$ cat src/rtl/uart_tx_frame_pkg.sv
// uart_tx_frame_pkg: shared encodings for the uart transmitter family
package uart_tx_frame_pkg;
  localparam logic MODE_IDLE = 1'b0;
  localparam logic MODE_BUSY = 1'b1;
  localparam int PAR_NONE = 0;
  localparam int PAR_EVEN = 1;
  localparam int PAR_ODD  = 2;
  typedef enum logic [2:0] {ST_IDLE, ST_START, ST_DATA, ST_PAR, ST_STOP, ST_BRK} state_e;
  function automatic logic par_bit(int mode, logic acc);
    return (mode == PAR_ODD) ? ~acc : acc;
  endfunction
endpackage

$ cat src/rtl/uart_tx_frame_if.sv
// uart_tx_frame_if: push handshake, break request and serial line status
interface uart_tx_frame_if #(
  parameter int DATA_BITS = 8,
  parameter int LW = 3
);
  logic [DATA_BITS-1:0] TXDATA;
  logic TXVALID, TXREADY, BRKREQ, TX, TXBUSY, TXDONE;
  logic [LW-1:0] LEVEL;
  modport master (output TXDATA, TXVALID, BRKREQ, input TXREADY, TX, TXBUSY, TXDONE, LEVEL);
  modport slave (input TXDATA, TXVALID, BRKREQ, output TXREADY, TX, TXBUSY, TXDONE, LEVEL);
endinterface

$ cat src/rtl/uart_tx_fifo.sv
// uart_tx_fifo: synchronous word buffer with occupancy count
module uart_tx_fifo #(
  parameter int WIDTH = 8,
  parameter int DEPTH = 4,
  parameter int LW = $clog2(DEPTH) + 1
) (
  input  logic             CLK,
  input  logic             RESET,
  input  logic             push,
  input  logic             pop,
  input  logic [WIDTH-1:0] wdata,
  output logic [WIDTH-1:0] rdata,
  output logic             full,
  output logic             empty,
  output logic [LW-1:0]    level
);
  localparam int AW = $clog2(DEPTH);
  logic [WIDTH-1:0] mem [DEPTH];
  logic [AW-1:0] wp, rp;
  logic wr, rd;
  assign full  = level == LW'(DEPTH);
  assign empty = level == '0;
  assign wr    = push && !full;
  assign rd    = pop && !empty;
  assign rdata = mem[rp];
  always_ff @(posedge CLK or negedge RESET)
    if (!RESET) begin
      wp    <= '0;
      rp    <= '0;
      level <= '0;
    end else begin
      if (wr) wp <= wp + 1'b1;
      if (rd) rp <= rp + 1'b1;
      level <= level + LW'(wr) - LW'(rd);
    end
  always_ff @(posedge CLK)
    if (wr) mem[wp] <= wdata;
endmodule

$ cat src/rtl/uart_tx_frame.sv
// uart_tx_frame: buffered UART transmitter with parity, stop bits and line break
module uart_tx_frame
  import uart_tx_frame_pkg::*;
#(
  parameter int DATA_BITS  = 8,
  parameter int PARITY     = PAR_NONE,
  parameter int STOP_BITS  = 1,
  parameter int FIFO_DEPTH = 4,
  parameter int LW         = $clog2(FIFO_DEPTH) + 1
) (
  input  logic CLK,
  input  logic RESET,
  input  logic BCLK,
  uart_tx_frame_if.slave bus
);
  localparam int CW = $clog2(DATA_BITS);
  state_e state_q, state_d;
  logic [DATA_BITS-1:0] sh_q, sh_d, rdata;
  logic [CW-1:0] cnt_q, cnt_d;
  logic par_q, par_d, tx_q, tx_d, busy_q, done_q, done_d, pop, full, empty;
  logic [LW-1:0] level;

  uart_tx_fifo #(.WIDTH(DATA_BITS), .DEPTH(FIFO_DEPTH), .LW(LW)) u_fifo (
    .CLK(CLK), .RESET(RESET), .push(bus.TXVALID), .pop(pop), .wdata(bus.TXDATA),
    .rdata(rdata), .full(full), .empty(empty), .level(level)
  );

  // every line transition is gated by the bit-rate enable
  always_comb begin
    state_d = state_q;
    sh_d    = sh_q;
    cnt_d   = cnt_q;
    par_d   = par_q;
    tx_d    = tx_q;
    done_d  = 1'b0;
    pop     = 1'b0;
    if (BCLK)
      case (state_q)
        ST_IDLE:
          if (bus.BRKREQ) begin
            state_d = ST_BRK;
            tx_d    = 1'b0;
          end else if (!empty) begin
            pop     = 1'b1;
            sh_d    = rdata;
            tx_d    = 1'b0;
            state_d = ST_START;
          end
        ST_START: begin
          tx_d    = sh_q[0];
          par_d   = sh_q[0];
          sh_d    = sh_q >> 1;
          cnt_d   = '0;
          state_d = ST_DATA;
        end
        ST_DATA:
          if (cnt_q == CW'(DATA_BITS - 1)) begin
            cnt_d   = '0;
            state_d = (PARITY != PAR_NONE) ? ST_PAR : ST_STOP;
            tx_d    = (PARITY != PAR_NONE) ? par_bit(PARITY, par_q) : 1'b1;
          end else begin
            cnt_d = cnt_q + 1'b1;
            tx_d  = sh_q[0];
            par_d = par_q ^ sh_q[0];
            sh_d  = sh_q >> 1;
          end
        ST_PAR: begin
          state_d = ST_STOP;
          tx_d    = 1'b1;
          cnt_d   = '0;
        end
        ST_STOP:
          if (cnt_q == CW'(STOP_BITS - 1)) begin
            done_d = 1'b1;
            if (!empty && !bus.BRKREQ) begin
              pop     = 1'b1;
              sh_d    = rdata;
              tx_d    = 1'b0;
              state_d = ST_START;
            end else begin
              state_d = ST_IDLE;
            end
          end else begin
            cnt_d = cnt_q + 1'b1;
          end
        ST_BRK:
          if (!bus.BRKREQ) begin
            tx_d    = 1'b1;
            state_d = ST_IDLE;
          end
        default: state_d = ST_IDLE;
      endcase
  end

  always_ff @(posedge CLK or negedge RESET)
    if (!RESET) begin
      state_q <= ST_IDLE;
      sh_q    <= '0;
      cnt_q   <= '0;
      par_q   <= 1'b0;
      tx_q    <= 1'b1;
      busy_q  <= MODE_IDLE;
      done_q  <= 1'b0;
    end else begin
      state_q <= state_d;
      sh_q    <= sh_d;
      cnt_q   <= cnt_d;
      par_q   <= par_d;
      tx_q    <= tx_d;
      busy_q  <= (state_d == ST_IDLE) ? MODE_IDLE : MODE_BUSY;
      done_q  <= done_d;
    end

  assign bus.TX      = tx_q;
  assign bus.TXBUSY  = busy_q;
  assign bus.TXDONE  = done_q;
  assign bus.TXREADY = !full;
  assign bus.LEVEL   = level;
endmodule

$ cat src/flat_wrapper.sv
// flat-port wrapper written by rule: the top's interface ports become plain ports
module uart_tx_frame_flat import uart_tx_frame_pkg::*;
#(
  parameter int DATA_BITS  = 8,
  parameter int PARITY     = PAR_NONE,
  parameter int STOP_BITS  = 1,
  parameter int FIFO_DEPTH = 4,
  parameter int LW         = $clog2(FIFO_DEPTH) + 1
)
  (CLK, RESET, BCLK, bus_TXDATA, bus_TXVALID, bus_BRKREQ, bus_TXREADY, bus_TX, bus_TXBUSY, bus_TXDONE, bus_LEVEL);
  uart_tx_frame_if #(.DATA_BITS(DATA_BITS), .LW(LW)) bus_i ();
  input  logic CLK;
  input  logic RESET;
  input  logic BCLK;
  input wire logic [$bits(bus_i.TXDATA)-1:0] bus_TXDATA;
  input wire logic [$bits(bus_i.TXVALID)-1:0] bus_TXVALID;
  input wire logic [$bits(bus_i.BRKREQ)-1:0] bus_BRKREQ;
  output wire logic [$bits(bus_i.TXREADY)-1:0] bus_TXREADY;
  output wire logic [$bits(bus_i.TX)-1:0] bus_TX;
  output wire logic [$bits(bus_i.TXBUSY)-1:0] bus_TXBUSY;
  output wire logic [$bits(bus_i.TXDONE)-1:0] bus_TXDONE;
  output wire logic [$bits(bus_i.LEVEL)-1:0] bus_LEVEL;
  assign bus_i.TXDATA = bus_TXDATA;
  assign bus_i.TXVALID = bus_TXVALID;
  assign bus_i.BRKREQ = bus_BRKREQ;
  assign bus_TXREADY = bus_i.TXREADY;
  assign bus_TX = bus_i.TX;
  assign bus_TXBUSY = bus_i.TXBUSY;
  assign bus_TXDONE = bus_i.TXDONE;
  assign bus_LEVEL = bus_i.LEVEL;
  uart_tx_frame #(.DATA_BITS(DATA_BITS), .PARITY(PARITY), .STOP_BITS(STOP_BITS), .FIFO_DEPTH(FIFO_DEPTH), .LW(LW)) u_core (.CLK(CLK), .RESET(RESET), .BCLK(BCLK), .bus(bus_i));
endmodule
$ cat config.mk
export PLATFORM = sky130hd
export DESIGN_NAME = uart_tx_frame_flat
export DESIGN_NICKNAME = d
export VERILOG_FILES = /design/src/rtl/uart_tx_frame_pkg.sv /design/src/rtl/uart_tx_frame_if.sv /design/src/rtl/uart_tx_fifo.sv /design/src/rtl/uart_tx_frame.sv /design/src/flat_wrapper.sv
export SDC_FILE = /design/constraint.sdc
export NUM_CORES = 1
export LEC_CHECK = 0
export BUFFER_PORTS_ARGS = -buffer_cell sky130_fd_sc_hd__buf_2
export CORE_UTILIZATION = 52
export CTS_BUF_LIST = sky130_fd_sc_hd__clkbuf_16
export CTS_CLUSTER_DIAMETER = 80
export DETAILED_ROUTE_END_ITERATION = 6
export MAX_ROUTING_LAYER = met4
export PLACE_DENSITY = 0.81
export SLEW_MARGIN = 0
export SYNTH_ARGS = -nofsm -noshare
export SYNTH_HDL_FRONTEND = slang
export SYNTH_SLANG_ARGS = --single-unit
$ cat constraint.sdc
create_clock -name CLK -period 5.9 [get_ports CLK]
set_input_delay 1.77 -clock CLK [delete_from_list [all_inputs] [get_ports CLK]]
set_output_delay 1.77 -clock CLK [all_outputs]
set_load 0.1 [all_outputs]
* Yosys cells after proc, flatten, opt, wreduce, memory -nomap -nowiden
Memories as Yosys holds them, arrays and structs flattened.
Index checks and enable logic that the tools add are counted.
** Word-level totals
- Bits in registers :: 24
- Bits in writable memories :: 32
- Word-level logic and storage cells :: 83
- Memories :: 1
** Cells by class
- $add $sub $neg :: 5
- Eq/ne operators :: 15
- Muxes and demuxes :: 36
- Reduce and logical (&&, ||, !) cells :: 17
** Memories
- u_core.u_fifo.mem :: words 4, width 8, rd ports 1, clocked after memory_dff 0, write ports 1, RTL line uart_tx_fifo.sv:18 : logic [WIDTH-1:0] mem [DEPTH];
** Operators with widths (number)
- 8-bit 2-to-1 mux :: 5
- 8-bit one-hot mux with 4 select lines :: 1
- 3-bit 2-to-1 mux :: 8
- 1-bit 2-to-1 mux :: 18
- 3-bit one-hot mux with 6 select lines :: 1
- 3-bit == test, second input constant :: 4
- 3-bit zero test :: 4
- 2-bit != test, second input constant :: 5
- 3-bit one-hot mux with 3 select lines :: 1
- 7-bit AND reduction :: 1
- 3-bit by 2-bit == test with 1-bit output, second input constant :: 2
- 1-bit one-hot mux with 6 select lines :: 1
- 6-bit AND reduction :: 1
- 6-bit nonzero test :: 1
- 2-bit by 1-bit adder with 2-bit output, second input constant :: 2
- 2-bit by 1-bit != test with 1-bit output, second input constant :: 2
- 4-bit nonzero test :: 1
- 3-bit by 1-bit adder with 3-bit output :: 1
- 3-bit by 1-bit adder with 3-bit output, second input constant :: 1
- 3-bit by 1-bit == test with 1-bit output, second input constant :: 1
- 1-bit logical AND :: 3
- 1-bit zero test :: 3
- 3-bit != test, second input constant :: 1
- 3-bit AND reduction :: 1
- other kinds (4) :: 4

* Logic depth before layout (Yosys ltp)
- Depth after elaboration :: 9
- Mapped depth :: 9

* Hierarchy
A second synthesis with hierarchy kept.
** Unflattened totals
- Cell total of the unflattened synthesis :: 183
- Area total of the unflattened synthesis :: 2646.3 µm²
** Modules (own cells, without submodules)
- uart_tx_fifo :: times used 1, cells each 83, area an instance 1622.8 µm²
- uart_tx_frame :: times used 1, cells each 100, area an instance 1023.5 µm²

* Worst setup path after synthesis
OpenSTA, ideal clock, no wires.
- Kind :: reg-to-output
- Start point :: reg u_core.u_fifo.level[2]
- End point :: out bus_TXREADY
- Arrival time :: 1872 ps
- Slack :: 2258 ps
- Stages on the path, launching flop included :: 2
- Path buffers :: 0
- Path through :: dfrtp_1 nand2_1
** Between the ends
- Word-level cells in the longest chain between the ends :: 2
** Ends and longest elaborated chain
- from (decl) :: RTL line uart_tx_fifo.sv:15 : output logic [LW-1:0] level
- from (signal assigned) :: RTL line uart_tx_fifo.sv:34 : level <= level + LW'(wr) - LW'(rd);
- 3-bit == test :: RTL line uart_tx_fifo.sv:21 : assign full = level == LW'(DEPTH);
- 1-bit zero test :: RTL line uart_tx_frame.sv:117 : assign bus.TXREADY = !full;
- to (decl) :: RTL line flat_wrapper.sv:18 : output wire logic [$bits(bus_i.TXREADY)-1:0] bus_TXREADY;
No other way between the ends.

* Worst setup path after layout
- Start point :: in BCLK
- End point :: reg u_core.u_fifo.level[1]
** Between the ends
- Word-level cells in the longest chain between the ends :: 3
** Ends and longest elaborated chain
- from (decl) :: RTL line flat_wrapper.sv:14 : input logic BCLK;
- 1-bit 2-to-1 mux :: RTL line uart_tx_frame.sv:37 : if (BCLK)
- 1-bit logical AND :: RTL line uart_tx_fifo.sv:24 : assign rd = pop && !empty;
- named net u_core.u_fifo.rd :: RTL line uart_tx_fifo.sv:20 : logic wr, rd;
- 3-bit by 1-bit subtractor with 3-bit output :: RTL line uart_tx_fifo.sv:34
The timed path passes the listed nets, and every way through them passes these cells.
A chain may end at the register's enable or synchronous reset.

==> results by stage <==
Outcome:
- The flow ran to the end, and the final reports show no timing, DRC or antenna violations.

Clock tree:
- The number of sinks handled by clock tree synthesis is 56.
- The quantity of hold-fixing buffers added after cts is 0.
- The clock insertion delay at the later pin of the skew report is slightly below 0.3 ns.
- In this run the clock root is driven by a sky130_fd_sc_hd__clkbuf_16.
- The clock transition at the register clock pins on the worst setup and hold paths after CTS is 0.07 ns.
- The clock tree synthesis step divided the H-tree into 2 levels.
- No sink is reached through more buffers than the 2 on the longest clock path.
- TritonCTS built the clock tree.
- The post-CTS repair timing setup buffer count is 0.
- Once the clock tree was built, the resizer swapped 0 gates to a different size.
- Clock tree synthesis inserted a total of 5 buffers.

Detailed routing:
- Detailed routing placed a total of about 2100 µm of wire on met2.
- In the routed layout, each cell is associated on average with a via count of between 5 and 6.
- Wires add up to 4190 µm.
- The number of vias in the routed layout is around 1500.
- The detailed router put a total of roughly 1900 µm of wire on met1.
- The highest layer touched by signal routing is met4.
- The routed wire length per instance is ~16 µm.
- For this block, the initial DRC count from the detailed router was 143.
- The first-pass detailed-route iteration total is 4.
- The count of nets left with antenna violations once routing finished came out at 0.
- The routed design uses 186 µm of met3 wire.
- In the routed design, unresolved DRC markers number 0.

Critical path:
- The destination of the worst register-to-register timing path is u_core.u_fifo.level[1].
- The data arrival time of the critical path is around 3.7 ns.
- Traced cell by cell, the critical path runs through buf_2 -> or3b_1 -> a2111oi_4 -> ha_1 -> inv_1 -> ha_1 -> fa_1.
- The worst setup path is of the input pin to flop kind.
- Along the worst path, the maximum fanout reaches 5.
- In this design, the stage delay of the slowest critical-path cell is 0.44 ns.
- The start of the worst register-to-register path is u_core.state_q[1].
- The data required time at the worst endpoint is just over 6 ns.
- On the critical path, the stage with the largest delay is an instance of sky130_fd_sc_hd__or3b_1.
- The cell repeated most along the worst path is sky130_fd_sc_hd__ha_1.
- The worst-case reg-to-reg path depth is 6.
- The kind of start point of the critical path is an input pin.
- For flop-to-flop paths, the worst setup slack is 3.41 ns.
- The type of destination of the critical path is a flop.

Place:
- The number of I/O port buffers is 19.
- Detailed placement ended at an HPWL of 2930 µm.
- The routability congestion estimate from global placement is between 0.8 and 0.9.

Layout:
- The sequential cells in the finished layout cover a total of approximately 1600 µm².
- The multi-input combinational cells in the finished layout cover a total of between 900 and 1000 µm².
- The number of filler cells placed in the layout is 378.
- The count of antenna diodes in the layout is 0.
- The post-route netlist has a little under a third of its cells at a drive strength greater than 1.
- The number of nets in the layout is approximately 220.
- Compared with the post-synthesis result, the final layout area differs by 11.5%.
- The core occupancy in the finished layout is around three fifths.

Synthesis:
- The number of flops mapped to enable cells by yosys is 32.
- Synthesis instantiated 40 different standard cells from the library.
- After synthesis the cells add up to 2600 µm².
- The average footprint of a synthesized cell is ~15 µm².
- In the synthesized netlist, the cells that appear most often are 32 x sky130_fd_sc_hd__edfxtp_1, 23 x sky130_fd_sc_hd__dfrtp_1, 18 x sky130_fd_sc_hd__mux2_2, 13 x sky130_fd_sc_hd__inv_1.
- Counting every net in the synthesized netlist gives just under 200.
- The most frequent cell after synthesis is sky130_fd_sc_hd__edfxtp_1.
- The synthesized design devotes to its leading area cell type between 30% and 40% of total area.
- Yosys printed 0 warnings.
- The number of synthesized register bits is between 50 and 60.
- The number of instances in the synthesized netlist is between 150 and 200.
- After synthesis, the cell types taking the most area are sky130_fd_sc_hd__edfxtp_1 37%, sky130_fd_sc_hd__dfrtp_1 22%, sky130_fd_sc_hd__mux2_2 7.8%.
- Of the synthesized area, sequential elements account for about 60%.
- The library cell occupying the most area in the post-synthesis netlist is sky130_fd_sc_hd__edfxtp_1.
- Among all flip-flop cells after synthesis, the most frequent one is sky130_fd_sc_hd__edfxtp_1.
- The async set-or-reset flop fraction in the synthesized netlist is 42.9%.

GRT:
- The global routing usage summed across all routing layers is a little under a fifth.
- The via count of the first global-routing pass is 1433.
- The wire length of the first global-routing pass is around 7000 µm.
- The pin count of the biggest net entering global routing is 25.
- After global routing the overflow that remains totals 0.
- The number of antenna violations at the first check in global routing is 0.

STA:
- The worst pin sits at a relative slew slack of 57.0%.
- The number of hold violations in the final report is 0.
- The max-slew violation total from the final report is 0.
- Setup repair after global routing left no endpoint under its margin.
- The accumulated negative setup slack is 0 ns.
- Dividing the final minimum period by the clock period gives around three fifths.
- The actual transition at the worst max-transition pin is between 0.6 and 0.7 ns.
- Derived from the worst setup path, the maximum achievable clock frequency is 287 MHz.
- The final clock skew is around 0.0035 ns.
- Setup violations remaining at the end of the flow were counted as 0.
- The smallest clock period supported by the final layout is computed as between 3 and 4 ns.

Min path:
- The sink of the worst hold path is u_core.sh_q[3].
- The number of cells on the worst hold path is 1.
- The startpoint identified for the worst hold timing path is u_core.sh_q[3].
- The worst hold-check path type is flop to flop.

Floorplanning:
- 20 I/O pins were placed.
- The die covers roughly 5300 µm².
- The area of the placeable core is around 4800 µm².
- The starting utilization of the core area is between 50% and 60%.
- In this run the vertical extent of the chip is between 70 and 80 µm.
- The number of rows in the core area is 25.
- The die span in x is between 70 and 80 µm.

Flow run:
- The tool flagged a number of max-cap violations equal to 0.

Power and ir drop:
- For this design the ratio of total power to cell area is roughly 570 nW/µm².
- The worst IR drop on VDD is about 500 µV.
- The leakage power summed over all cells is about 1.1 nW.
## metrics by stage
stage	total power (W)	setup slack (ns)	hold slack [ns]	instance area (µm²)	instances
6_report	0.00166	2.42	0.509	2900	260
5_1_grt	0.00176	2.27	0.525	2900	260
4_1_cts	0.00167	2.41	0.513	2900	260
3_5_place_dp	0.00137	2.11	0.490	2750	252
3_3_place_gp	0.00133	2.15	0.485	2750	252
2_1_floorplan	0.00123	2.26	0.475	2600	172
## routing by layer
metal,vias to the layer above,global-route usage (%)
met5,-,-
met4,0,6.97
met3,9,4.28
met2,44,28.2
met1,733,24.8
li1,676,-
## flip-flops by register name, summed over array words and instances (netlist names)
register / cells
u_core.u_fifo.mem: 32
u_core.sh_q: 8
u_core.cnt_q: 3
u_core.state_q: 3
u_core.u_fifo.level: 3
u_core.u_fifo.rp: 2
u_core.u_fifo.wp: 2
u_core.bus.TX: 1
u_core.bus.TXBUSY: 1
u_core.bus.TXDONE: 1
## critical path: cells and delay by family
kind	cells	cell delay, ns
compound gates	1	0.41
fa+ha+maj	3	0.84
simple gates	1	0.44
buf+inv	2	0.17
## cells in the final DEF (no fill, tap or decap), drive strengths merged, types with 2 or more instances in the layout
cell	n
dfrtp	23
clkinv	2
nand2	4
mux2i	3
xnor2	4
inv	14
buf	19
o21ai	9
or3b	3
mux2	18
nand2b	3
clkbuf	5
and3	4
edfxtp	32
or4b	2
nor3	5
a21oi	3
xor2	2
ha	9
mux4	8
nor2	4
a221oi	2
## cell families (layout without fill, tap and decap cells)
logic type	after synthesis	in the layout	synth area share, %
fa+ha+maj	10	10	5.10
xor+xnor	6	6	2.02
flops	56	56	60.1
buf+inv	19	40	2.98
mux	29	29	15.9
simple gates	31	31	7.56
compound gates	21	21	6.35
## layout make-up
cell class | instances | share of cell area [%]
Sequential cell | 56 | 53.9
Multi-Input combinational cell | 97 | 33.1
Clock buffer | 5 | 4.32
Timing Repair Buffer | 19 | 3.28
Tap cell | 67 | 2.89
Inverter | 13 | 1.68
Clock inverter | 3 | 0.777
## report_power, final
group	switching, W	internal, W	total [W]
Combinational	0.000389	0.000293	0.000682
Clock	0.000135	0.000159	0.000294
Sequential	0.000131	0.000548	0.000679
## worst max path at each step
stage	startpoint	endpoint	slack [ns]	cells past startpoint
detailed placement	BCLK	u_core.u_fifo.level[1]	2.11	7
global placement	BCLK	u_core.u_fifo.level[1]	2.15	7
floorplan	u_core.u_fifo.level[2]	bus_TXREADY	2.26	1
finish	BCLK	u_core.u_fifo.level[1]	2.42	7
CTS	BCLK	u_core.u_fifo.level[1]	2.41	7
global route	BCLK	u_core.u_fifo.level[2]	2.27	8
Note: power is estimated with default switching activity, not from simulation.
